===== src/rtl/accel_servo_pkg.sv =====
// accel_servo_pkg: shared pulse-width type, timing derivations from clock and
// servo parameters, and the tilt clamp used by both axis pipelines.
package accel_servo_pkg;

  // Width of the PWM counter and of every pulse-width value, in clk ticks.
  localparam int PW_W = 20;

  // Default build parameters (25 MHz clock, 50 Hz frame, 1-2 ms pulses).
  localparam int DEF_CLK_FREQ = 25_000_000;
  localparam int DEF_PWM_FREQ = 50;
  localparam int DEF_MIN_US   = 1000;
  localparam int DEF_MAX_US   = 2000;

  // Clock ticks per microsecond.
  function automatic int tpu_of(input int clk_freq);
    return clk_freq / 1_000_000;
  endfunction

  // Clock ticks per servo frame.
  function automatic int period_of(input int clk_freq, input int pwm_freq);
    return clk_freq / pwm_freq;
  endfunction

  // Pulse width at zero tilt, clock ticks.
  function automatic int center_of(input int clk_freq, input int min_us, input int max_us);
    return (min_us + max_us) / 2 * tpu_of(clk_freq);
  endfunction

  // Pulse-width swing from centre to either end, clock ticks.
  function automatic int half_of(input int clk_freq, input int min_us, input int max_us);
    return (max_us - min_us) / 2 * tpu_of(clk_freq);
  endfunction

  // Saturate a raw sample to [-lim, +lim]; -32768 lands on -lim like any other
  // out-of-range negative value.
  function automatic int clamp_axis(input logic signed [15:0] s, input int lim);
    int v;
    v = int'(s);
    if (v > lim) return lim;
    if (v < -lim) return -lim;
    return v;
  endfunction

endpackage


===== src/rtl/accel_servo_pwm.sv =====
// accel_servo_pwm: one servo PWM channel. The frame counter and its wrap flag
// come from the parent; this channel latches its width only at the wrap so a
// frame never sees a width change part-way through.
module accel_servo_pwm
  import accel_servo_pkg::*;
#(
  parameter int RESET_WIDTH = 0
) (
  input  logic            clk,
  input  logic            rst_n,
  input  logic            wrap,
  input  logic [PW_W-1:0] cnt,
  input  logic [PW_W-1:0] shadow,
  output logic            servo,
  output logic [PW_W-1:0] pulse
);

  logic            servo_q, servo_d;
  logic [PW_W-1:0] pulse_q, pulse_d;

  // Compare against the width in force this frame; take the shadow at wrap.
  always_comb begin
    servo_d = (cnt < pulse_q);
    pulse_d = wrap ? shadow : pulse_q;
  end

  // Output and active-width registers.
  always_ff @(posedge clk or negedge rst_n) begin
    if (!rst_n) begin
      servo_q <= 1'b0;
      pulse_q <= PW_W'(RESET_WIDTH);
    end else begin
      servo_q <= servo_d;
      pulse_q <= pulse_d;
    end
  end

  assign servo = servo_q;
  assign pulse = pulse_q;

endmodule


===== src/rtl/accel_servo_drive.sv =====
// accel_servo_drive: turns accelerometer X/Y samples into two 50 Hz hobby-servo
// PWM outputs. Per axis: clamp (t+1), block-average 2^AVG_LOG2 samples (t+2),
// scale to a shadow pulse width (t+3). Shadow widths move into the PWM channels
// only at frame wrap.
// Optional feature: define ACCEL_SERVO_DEADBAND_EN to force |avg| < DEADBAND to
// the centre width; otherwise DEADBAND has no effect.
module accel_servo_drive
  import accel_servo_pkg::*;
#(
  parameter int CLK_FREQ = DEF_CLK_FREQ,
  parameter int PWM_FREQ = DEF_PWM_FREQ,
  parameter int MIN_US   = DEF_MIN_US,
  parameter int MAX_US   = DEF_MAX_US,
  parameter int FS_LOG2  = 8,
  parameter int AVG_LOG2 = 2,
  parameter int DEADBAND = 16
) (
  input  logic                   clk,
  input  logic                   reset_n,
  input  logic                   data_update,
  input  logic signed [15:0]     data_x,
  input  logic signed [15:0]     data_y,
  output logic                   servo_x,
  output logic                   servo_y,
  output logic        [PW_W-1:0] pulse_x,
  output logic        [PW_W-1:0] pulse_y,
  output logic                   frame_start
);

  localparam int PERIOD = period_of(CLK_FREQ, PWM_FREQ);
  localparam int CENTER = center_of(CLK_FREQ, MIN_US, MAX_US);
  localparam int HALF   = half_of(CLK_FREQ, MIN_US, MAX_US);
  localparam int FS     = 1 << FS_LOG2;
  localparam int CW     = FS_LOG2 + 2;             // clamped sample width
  localparam int AW     = CW + AVG_LOG2;           // accumulator width
  localparam int SW     = (AVG_LOG2 > 0) ? AVG_LOG2 : 1;
  localparam int NBLK   = 1 << AVG_LOG2;

`ifdef ACCEL_SERVO_DEADBAND_EN
  localparam bit DB_EN = 1'b1;
`else
  localparam bit DB_EN = 1'b0;
`endif
  // A zero threshold makes the deadband test unreachable.
  localparam int DB_EFF = DB_EN ? DEADBAND : 0;

  // ---------------------------------------------------------------------------
  // Reset: asserts asynchronously, releases on a clock edge.
  // ---------------------------------------------------------------------------
  logic [1:0] rst_sync_q, rst_sync_d;
  logic       rst_n;

  // Shift ones in after release; the second stage drives the internal reset.
  always_comb begin
    // NOTE: every always_comb output is assigned on every path (here trivially,
    // elsewhere by a default first) so no latch is inferred.
    rst_sync_d = {rst_sync_q[0], 1'b1};
  end

  // Reset synchronizer flops.
  always_ff @(posedge clk or negedge reset_n) begin
    // NOTE: state is updated with <= so all flops sample pre-edge values and
    // pipeline stages cannot race each other through statement order.
    if (!reset_n) rst_sync_q <= '0;
    else          rst_sync_q <= rst_sync_d;
  end

  assign rst_n = rst_sync_q[1];

  // ---------------------------------------------------------------------------
  // Shared frame counter.
  // ---------------------------------------------------------------------------
  logic [PW_W-1:0] cnt_q, cnt_d;
  logic            frame_start_q, frame_start_d;
  logic            wrap;

  // Count 0..PERIOD-1; wrap also flags the frame-start pulse.
  always_comb begin
    wrap          = (cnt_q == PW_W'(PERIOD - 1));
    cnt_d         = wrap ? '0 : cnt_q + PW_W'(1);
    frame_start_d = wrap;
  end

  // Frame counter and frame-start registers.
  always_ff @(posedge clk or negedge rst_n) begin
    if (!rst_n) begin
      cnt_q         <= '0;
      frame_start_q <= 1'b0;
    end else begin
      cnt_q         <= cnt_d;
      frame_start_q <= frame_start_d;
    end
  end

  assign frame_start = frame_start_q;

  // ---------------------------------------------------------------------------
  // Pipeline control shared by both axes.
  // ---------------------------------------------------------------------------
  logic          s1_valid_q, s1_valid_d;
  logic          s2_valid_q, s2_valid_d;
  logic [SW-1:0] scnt_q, scnt_d;
  logic          last;

  // Stage valids and the per-block sample counter.
  always_comb begin
    last       = (scnt_q == SW'(NBLK - 1));
    s1_valid_d = data_update;
    s2_valid_d = s1_valid_q && last;
    scnt_d     = scnt_q;
    if (s1_valid_q) scnt_d = last ? '0 : scnt_q + SW'(1);
  end

  // Valid and sample-counter registers.
  always_ff @(posedge clk or negedge rst_n) begin
    if (!rst_n) begin
      s1_valid_q <= 1'b0;
      s2_valid_q <= 1'b0;
      scnt_q     <= '0;
    end else begin
      s1_valid_q <= s1_valid_d;
      s2_valid_q <= s2_valid_d;
      scnt_q     <= scnt_d;
    end
  end

  // ---------------------------------------------------------------------------
  // Per-axis datapath: index 0 = X, 1 = Y.
  // ---------------------------------------------------------------------------
  logic [1:0][15:0]     din;
  logic [1:0][PW_W-1:0] shadow_w;

  assign din = {data_y, data_x};

  for (genvar a = 0; a < 2; a++) begin : g_axis
    logic signed [CW-1:0] clamp_q, clamp_d;
    logic signed [AW-1:0] acc_q, acc_d;
    logic signed [AW-1:0] avg_q, avg_d;
    logic signed [AW-1:0] sum;
    logic signed [AW-1:0] avg_eff;
    logic signed [63:0]   prod;
    logic [PW_W-1:0]      shadow_q, shadow_d;

    // Clamp, accumulate/average, and scale to a shadow width.
    always_comb begin
      clamp_d = CW'(clamp_axis(din[a], FS));

      sum   = acc_q + AW'(clamp_q);
      acc_d = acc_q;
      avg_d = avg_q;
      if (s1_valid_q) begin
        if (last) begin
          avg_d = sum >>> AVG_LOG2;
          acc_d = '0;
        end else begin
          acc_d = sum;
        end
      end

      avg_eff = avg_q;
      if (int'(avg_q) > -DB_EFF && int'(avg_q) < DB_EFF) avg_eff = '0;
      prod     = 64'(avg_eff) * 64'(HALF);
      shadow_d = shadow_q;
      if (s2_valid_q) shadow_d = PW_W'(64'(CENTER) + (prod >>> FS_LOG2));
    end

    // Axis pipeline registers.
    always_ff @(posedge clk or negedge rst_n) begin
      if (!rst_n) begin
        clamp_q  <= '0;
        acc_q    <= '0;
        avg_q    <= '0;
        shadow_q <= PW_W'(CENTER);
      end else begin
        clamp_q  <= clamp_d;
        acc_q    <= acc_d;
        avg_q    <= avg_d;
        shadow_q <= shadow_d;
      end
    end

    assign shadow_w[a] = shadow_q;
  end

  // ---------------------------------------------------------------------------
  // PWM channels.
  // ---------------------------------------------------------------------------
  accel_servo_pwm #(.RESET_WIDTH(CENTER)) u_pwm_x (
    .clk    (clk),
    .rst_n  (rst_n),
    .wrap   (wrap),
    .cnt    (cnt_q),
    .shadow (shadow_w[0]),
    .servo  (servo_x),
    .pulse  (pulse_x)
  );

  accel_servo_pwm #(.RESET_WIDTH(CENTER)) u_pwm_y (
    .clk    (clk),
    .rst_n  (rst_n),
    .wrap   (wrap),
    .cnt    (cnt_q),
    .shadow (shadow_w[1]),
    .servo  (servo_y),
    .pulse  (pulse_y)
  );

endmodule


===== config.mk =====
export PLATFORM = sky130hd
export DESIGN_NAME = accel_servo_drive
export DESIGN_NICKNAME = d
export VERILOG_FILES = /design/src/rtl/accel_servo_pkg.sv /design/src/rtl/accel_servo_pwm.sv /design/src/rtl/accel_servo_drive.sv
export SDC_FILE = /design/constraint.sdc
export NUM_CORES = 1
export LEC_CHECK = 0
export CORE_ASPECT_RATIO = 0.5
export CORE_MARGIN = 5
export CORE_UTILIZATION = 40
export CTS_BUF_LIST = sky130_fd_sc_hd__clkbuf_16
export CTS_CLUSTER_SIZE = 24
export DETAILED_ROUTE_END_ITERATION = 12
export SLEW_MARGIN = 20
export SYNTH_ARGS = -nofsm -noshare
export SYNTH_HDL_FRONTEND = slang
export SYNTH_HIERARCHICAL = 1
export SYNTH_SLANG_ARGS = --single-unit

===== constraint.sdc =====
create_clock -name clk -period 11.63 [get_ports clk]
set_clock_uncertainty 0.1 [all_clocks]
set_input_delay 1.163 -clock clk [delete_from_list [all_inputs] [get_ports clk]]
set_output_delay 1.163 -clock clk [all_outputs]
set_load 0.01 [all_outputs]

* Word-level counts from Yosys, hierarchy flattened
Index checks and enable logic that the tools add are counted.
** Cells by class
- Equality and inequality tests :: 2
- Multiply operators :: 2
- Magnitude comparators :: 10
- Add/sub/neg operators :: 6
- Reductions and logical operators :: 4
- Muxes and demuxes :: 20
** Operator list (number)
- two-way mux 10 bit :: 6
- multiplier 12 x 13 -> 25 bit (second input constant) :: 2
- two-way mux 12 bit :: 4
- adder 17 x 19 -> 20 bit (first input constant) :: 2
- < comparator 20 bit :: 2
- > comparator 16 x 10 -> 1 bit (second input constant) :: 2
- < comparator 16 x 9 -> 1 bit (second input constant) :: 2
- adder 12 x 10 -> 12 bit :: 2
- adder 20 x 1 -> 20 bit (second input constant) :: 1
- equality test 20 x 19 -> 1 bit (second input constant) :: 1
- > comparator 10 x 1 -> 1 bit (second input constant) :: 2
- < comparator 10 x 1 -> 1 bit (second input constant) :: 2
- two-way mux 20 bit :: 1
- two-way mux 9 bit :: 2
- two-way mux 1 bit :: 6
- logical AND 1 bit :: 3
- adder 2 x 1 -> 2 bit (second input constant) :: 1
- equality test 2 bit (second input constant) :: 1
- two-way mux 2 bit :: 1
- AND reduction 2 bit :: 1
** Storage, ports and cells
- Input bits :: 35
- Output and inout port bits :: 43
- Register bits :: 173
- Word-level logic and storage cells :: 62

* Longest topological paths before layout
- Word-level depth :: 5
- Mapped depth :: 21
- Mapped depth without buffers :: 21

* Modules after synthesis
Netlist, hierarchy kept.
** By module, submodules not included
- accel_servo_drive :: sequential area each 3298.2 sq um, cells an instance 1103, instances 1, area an instance 10736.5 sq um
- accel_servo_pwm at u_pwm_y :: sequential area each 535.5 sq um, cells an instance 132, instances 1, area an instance 1222.4 sq um
- accel_servo_pwm at u_pwm_x :: sequential area each 535.5 sq um, cells an instance 127, instances 1, area an instance 1209.9 sq um

* Least setup slack after synthesis
OpenSTA, ideal clock, no wires.
- Kind :: flip-flop to flip-flop
- Start point :: register, netlist name g_axis[0].avg_q[9]
- End point :: register g_axis[0].shadow_q[15]
- Setup time :: 77 ps
- Path buffers :: 2
- Required time :: 11453 ps
- Period minus slack after synthesis :: 5168 ps
- Slack :: 6462 ps
- Arrival :: 4991 ps
- Stages on the path, launching flop included :: 18
- Cells stage by stage :: dfrtp_1 -> clkbuf_1 -> clkbuf_1 -> ha_1 -> fa_1 -> fa_1 -> inv_1 -> fa_1 -> inv_1 -> ha_1 -> or3_1 -> o21a_1 -> a21o_1 -> o41a_1 -> xor2_1 -> a31oi_1 -> or3_1 -> a31oi_1
** On the way
- Cells in the longest elaborated chain, start to end :: 5
- Elaborated cells between the ends (all ways) :: 6
- Classes of those cells :: add/sub (1); mul (1); order compare (2); mux (1); reduce/logical (1)
** RTL lines
- > comparator 10 x 1 -> 1 bit or < comparator 10 x 1 -> 1 bit (tied branches) :: RTL line accel_servo_drive.sv:161 : if (int'(avg_q) > -DB_EFF && int'(avg_q) < DB_EFF) avg_eff = '0;
- logical AND 1 bit :: RTL line accel_servo_drive.sv:161
- two-way mux 12 bit * :: RTL line accel_servo_drive.sv:161
- multiplier 12 x 13 -> 25 bit * :: RTL line accel_servo_drive.sv:162 : prod = 64'(avg_eff) * 64'(HALF);
- adder 17 x 19 -> 20 bit * :: RTL line accel_servo_drive.sv:164 : if (s2_valid_q) shadow_d = PW_W'(64'(CENTER) + (prod >>> FS_LOG2));
- end signal, assigned :: RTL line accel_servo_drive.sv:173 : shadow_q <= PW_W'(CENTER);
- end signal, assigned :: RTL line accel_servo_drive.sv:178 : shadow_q <= shadow_d;
- end, declared :: RTL line accel_servo_drive.sv:142 : logic [PW_W-1:0] shadow_q, shadow_d;
Every way passes the cells marked *; elsewhere a longest branch is shown, timed or not.
A chain may end at the register's enable or synchronous reset.

* Worst setup path in the final report
- Start point :: register g_axis[0].avg_q[7]
- End point :: register g_axis[0].shadow_q[15]
** On the way
- Cells in the longest elaborated chain, start to end :: 5
- Elaborated cells between the ends (all ways) :: 6
- Classes of those cells :: add/sub (1); mul (1); order compare (2); mux (1); reduce/logical (1)
** RTL lines
- start, declared :: RTL line accel_servo_drive.sv:138 : logic signed [AW-1:0] avg_q, avg_d;
- start signal, assigned :: RTL line accel_servo_drive.sv:177 : avg_q <= avg_d;
- > comparator 10 x 1 -> 1 bit or < comparator 10 x 1 -> 1 bit (tied branches) :: RTL line accel_servo_drive.sv:161
- logical AND 1 bit :: RTL line accel_servo_drive.sv:161
- two-way mux 12 bit * :: RTL line accel_servo_drive.sv:161
- multiplier 12 x 13 -> 25 bit * :: RTL line accel_servo_drive.sv:162
- adder 17 x 19 -> 20 bit * :: RTL line accel_servo_drive.sv:164
Marked as above.

==> summary.md <==
| Metric | Value |
|---|---|
| CTS resizes | 0 |
| Row count | 47 |
| CP endpoint kind | register |
| RSZ-0062 raised after global routing | false |
| GRT Max-Usage Layer | met2 |
| Root buf cell | clkbuf_16 |
| Clock tree buffer depth | 2 |
| Detail Placement HPWL | 22.8 mm |
| Cts hold-fix bufs | 0 |
| GR Layer Usage met3 | 0.0309 |
| Startpoint Class | register |
| Die area | 36900 um2 |
| Setup violators final | 0 |
| Yosys cell types | 86 |
| Measured slew at the worst slew-check pin | 0.832 ns |
| ANT nets after route | 0 |
| Post-Syn Area | 13200 um2 |
| Avg Inst Size Synth | 9.67 um2 |
| Antenna violations before repair | 0 |
| Clock power share | 0.158 |
| Seq/Total Area, Yosys | 0.332 |
| Clk_lat worst skew | 0.45 ns |
| WS Path Type | register to register |
| Final Wtd Congestion | 0.862 |
| Slew Limit Fails | 0 |
| Internal power | 1980 uW |
| Final nets | 1691 |
| EDFF count, synth | 0 |
| Combinational power share | 0.621 |
| Worst hold path class | register to register |
| Met2 Resource Use GR | 0.251 |
| Switch Pwr | 1740 uW |
| Routed WL | 28.8 mm |
| Static leakage | 0.00717 uW |
| TritonCTS Sinks | 173 |
| Status | completed |
| Fmax | 0.175 GHz |
| Critical path arrival | 5.98 ns |
| Endpoints failing hold | 0 |
| All-Layer GR Usage | 0.160 |
| WL/cell | 15.5 um |
| H-tree Lvls | 4 |
| First-pass GRT wire length | 49.0 mm |
| Fin crit period | 5.71 ns |
| Gr ovfl total | 0 |
| Storage cell area | 4370 um2 |
| Vias | 9518 |
| Drt pass-1 iters | 5 |
| Max Cap Violations | 0 |
| Met1 Use GR | 0.231 |
| Layout area overhead | 13.4% |
| ANT cells | 0 |
| Synth Net Count | 1645 |
| CTS Buf Count | 17 |
| Yosys reg bits | 173 |
| Postcts setup bufs | 0 |
| DRC violations left | 0 |
| DR iter-0 viols | 553 |
| Asr flop ratio synth | 1.00 |
| Seq pwr share | 0.221 |
| Fill count | 3070 |
| Largest net degree at the start of global routing | 80 |
| Max Fanout on Critical Path | 8 |
| Primary FF master, synth | dfrtp_1 |
| Via-to-Cell Ratio | 5.11 |
| Die width | 267 um |
| Share of cells above drive strength 1 | 0.0774 |
| Worst vdd ir | 0.116 mV |
| Yosys warning count | 6 |
| Cells after Synth | 1362 |
| Fin crit share | 0.491 |
| TritonCTS clock tree | yes |
| Multi-input logic area | 8000 um2 |
| # port buffers | 77 |
| Vias in the first global route | 9724 |
| Die Height | 138 um |
| Power Total | 3720 uW |
| Sw frac | 0.467 |
| Effective utilization at floorplan | 0.402 |
| Max-Slew Margin vs Limit | 0.445 |
| Worst EP required | 11.90 ns |
| Ports | 78 |
| Core Region | 32800 um2 |
| TNS Setup | 0 ns |
| Power Density | 249 nW/um2 |
| Clock transition at the registers of the reported paths | 0.07 ns |
-- metrics by stage --
step / util / hold slack, ns / setup WS, ns / area, um2 / instances
after CTS: 0.456 / 0.258 / 5.93 / 14900 / 1862
after floorplan: - / 0.231 / 6.41 / 13200 / 1362
after detailed placement: 0.437 / 0.243 / 5.94 / 14300 / 1830
after global routing: 0.456 / 0.262 / 5.55 / 14900 / 1862
after global placement: 0.437 / 0.239 / 6.12 / 14300 / 1830
final: 0.456 / 0.255 / 5.92 / 14900 / 1862
-- metal layers --
metal  part of all wire  routed length (um)  vias to the layer above
met1               0.51               14600                     4536
met2               0.45               13000                      137
met3              0.031                 881                       27
met5                  0                   0                        -
met4              0.011                 326                        0
li1                   -                   -                     4818
-- synth_stat cells (all sizes together), types with 12 or more instances --
| cell type | instances | area (um2) |
|---|---|---|
| fa | 50 | 1000 |
| nor2 | 73 | 274 |
| nand2 | 110 | 413 |
| nand3 | 18 | 95.1 |
| nor3 | 22 | 115 |
| a21o | 30 | 226 |
| a21oi | 59 | 295 |
| o21ai | 99 | 495 |
| dfstp | 32 | 841 |
| xnor2 | 45 | 394 |
| clkbuf | 47 | 176 |
| ha | 198 | 2480 |
| nor2b | 23 | 144 |
| dfrtp | 141 | 3530 |
| xor2 | 33 | 289 |
| nand4 | 24 | 169 |
| inv | 155 | 582 |
| o2bb2ai | 20 | 175 |
| a31oi | 12 | 75.1 |
-- cells in the final DEF (no fill, tap or decap), types with 21 or more instances in the layout --
cell type / count
inv_1: 155
dfrtp_1: 140
xor2_1: 33
fa_1: 50
ha_1: 198
dfstp_2: 32
a21oi_1: 59
nor2_1: 73
xnor2_1: 45
nand4_1: 21
nor2b_1: 23
clkdlybuf4s50_1: 77
nand2_1: 109
o21ai_0: 98
a21o_1: 29
-- sequential cells by signal, indices dropped and copies added (netlist names), 2 cells and up --
name	count
g_axis.shadow_q	40
g_axis.acc_q	24
cnt_q	20
g_axis.avg_q	20
g_axis.clamp_q	20
u_pwm_x/pulse	20
u_pwm_y/pulse	20
rst_sync_q	2
scnt_q	2
-- final timing paths --
kind / startpoint / to / slack [ns] / cells after the start
max in group asynchronous: rst_sync_q[1] / u_pwm_x/pulse[13] / 9.18 / 2
worst max register to register: g_axis[0].avg_q[7] / g_axis[0].shadow_q[15] / 5.92 / 18
worst min-delay path: rst_sync_q[0] / rst_sync_q[1] / 0.26 / 0
worst min register to register: rst_sync_q[0] / rst_sync_q[1] / 0.26 / 0
worst max-delay path: g_axis[0].avg_q[7] / g_axis[0].shadow_q[15] / 5.92 / 18
min in group asynchronous: rst_sync_q[1] / s1_valid_q / 0.28 / 0
-- logic make-up (layout without fill, tap and decap cells) --
group	after synthesis	count (layout)	synth area share
AND/OR/NAND/NOR	335	335	0.127
AO/OA/AOI/OAI	302	302	0.151
adder cells (fa/ha/maj)	248	248	0.264
buffers and inverters	210	269	0.0612
flip-flops	173	173	0.332
XOR/XNOR	78	78	0.0519
multiplexers	15	15	0.0124
other	1	1	0.000285
-- power by group through the flow --
stage	clock network, uW	logic (uW)	registers [uW]
after floorplan	0	1870	791
after global placement	0	2250	825
after detailed placement	0	2280	832
after CTS	606	2310	821
after global routing	634	2630	836
final	587	2310	821
-- critical path, cell delays in order (launching register included) --
cell and delay, ns:
dfrtp_1 0.54, inv_1 0.08, ha_1 0.31, ha_1 0.36, fa_1 0.52, fa_1 0.55
inv_1 0.06, fa_1 0.53, inv_1 0.04, ha_1 0.36, nand2_1 0.09, nor3_1 0.20
nor2_1 0.10, a211oi_1 0.48, nor2_1 0.12, xnor2_1 0.38, a31oi_1 0.21, or3_1 0.39
a31oi_1 0.19
-- area by class of cell --
type / instances / share of cell area
timing repair buffer: 81 / 0.0536
tap: 441 / 0.0369
multi-input combinational: 979 / 0.536
clock inverter: 15 / 0.0132
sequential: 173 / 0.293
clock buffer: 17 / 0.0285
inverter: 156 / 0.0392
Note: power is estimated with default switching activity, not from simulation.
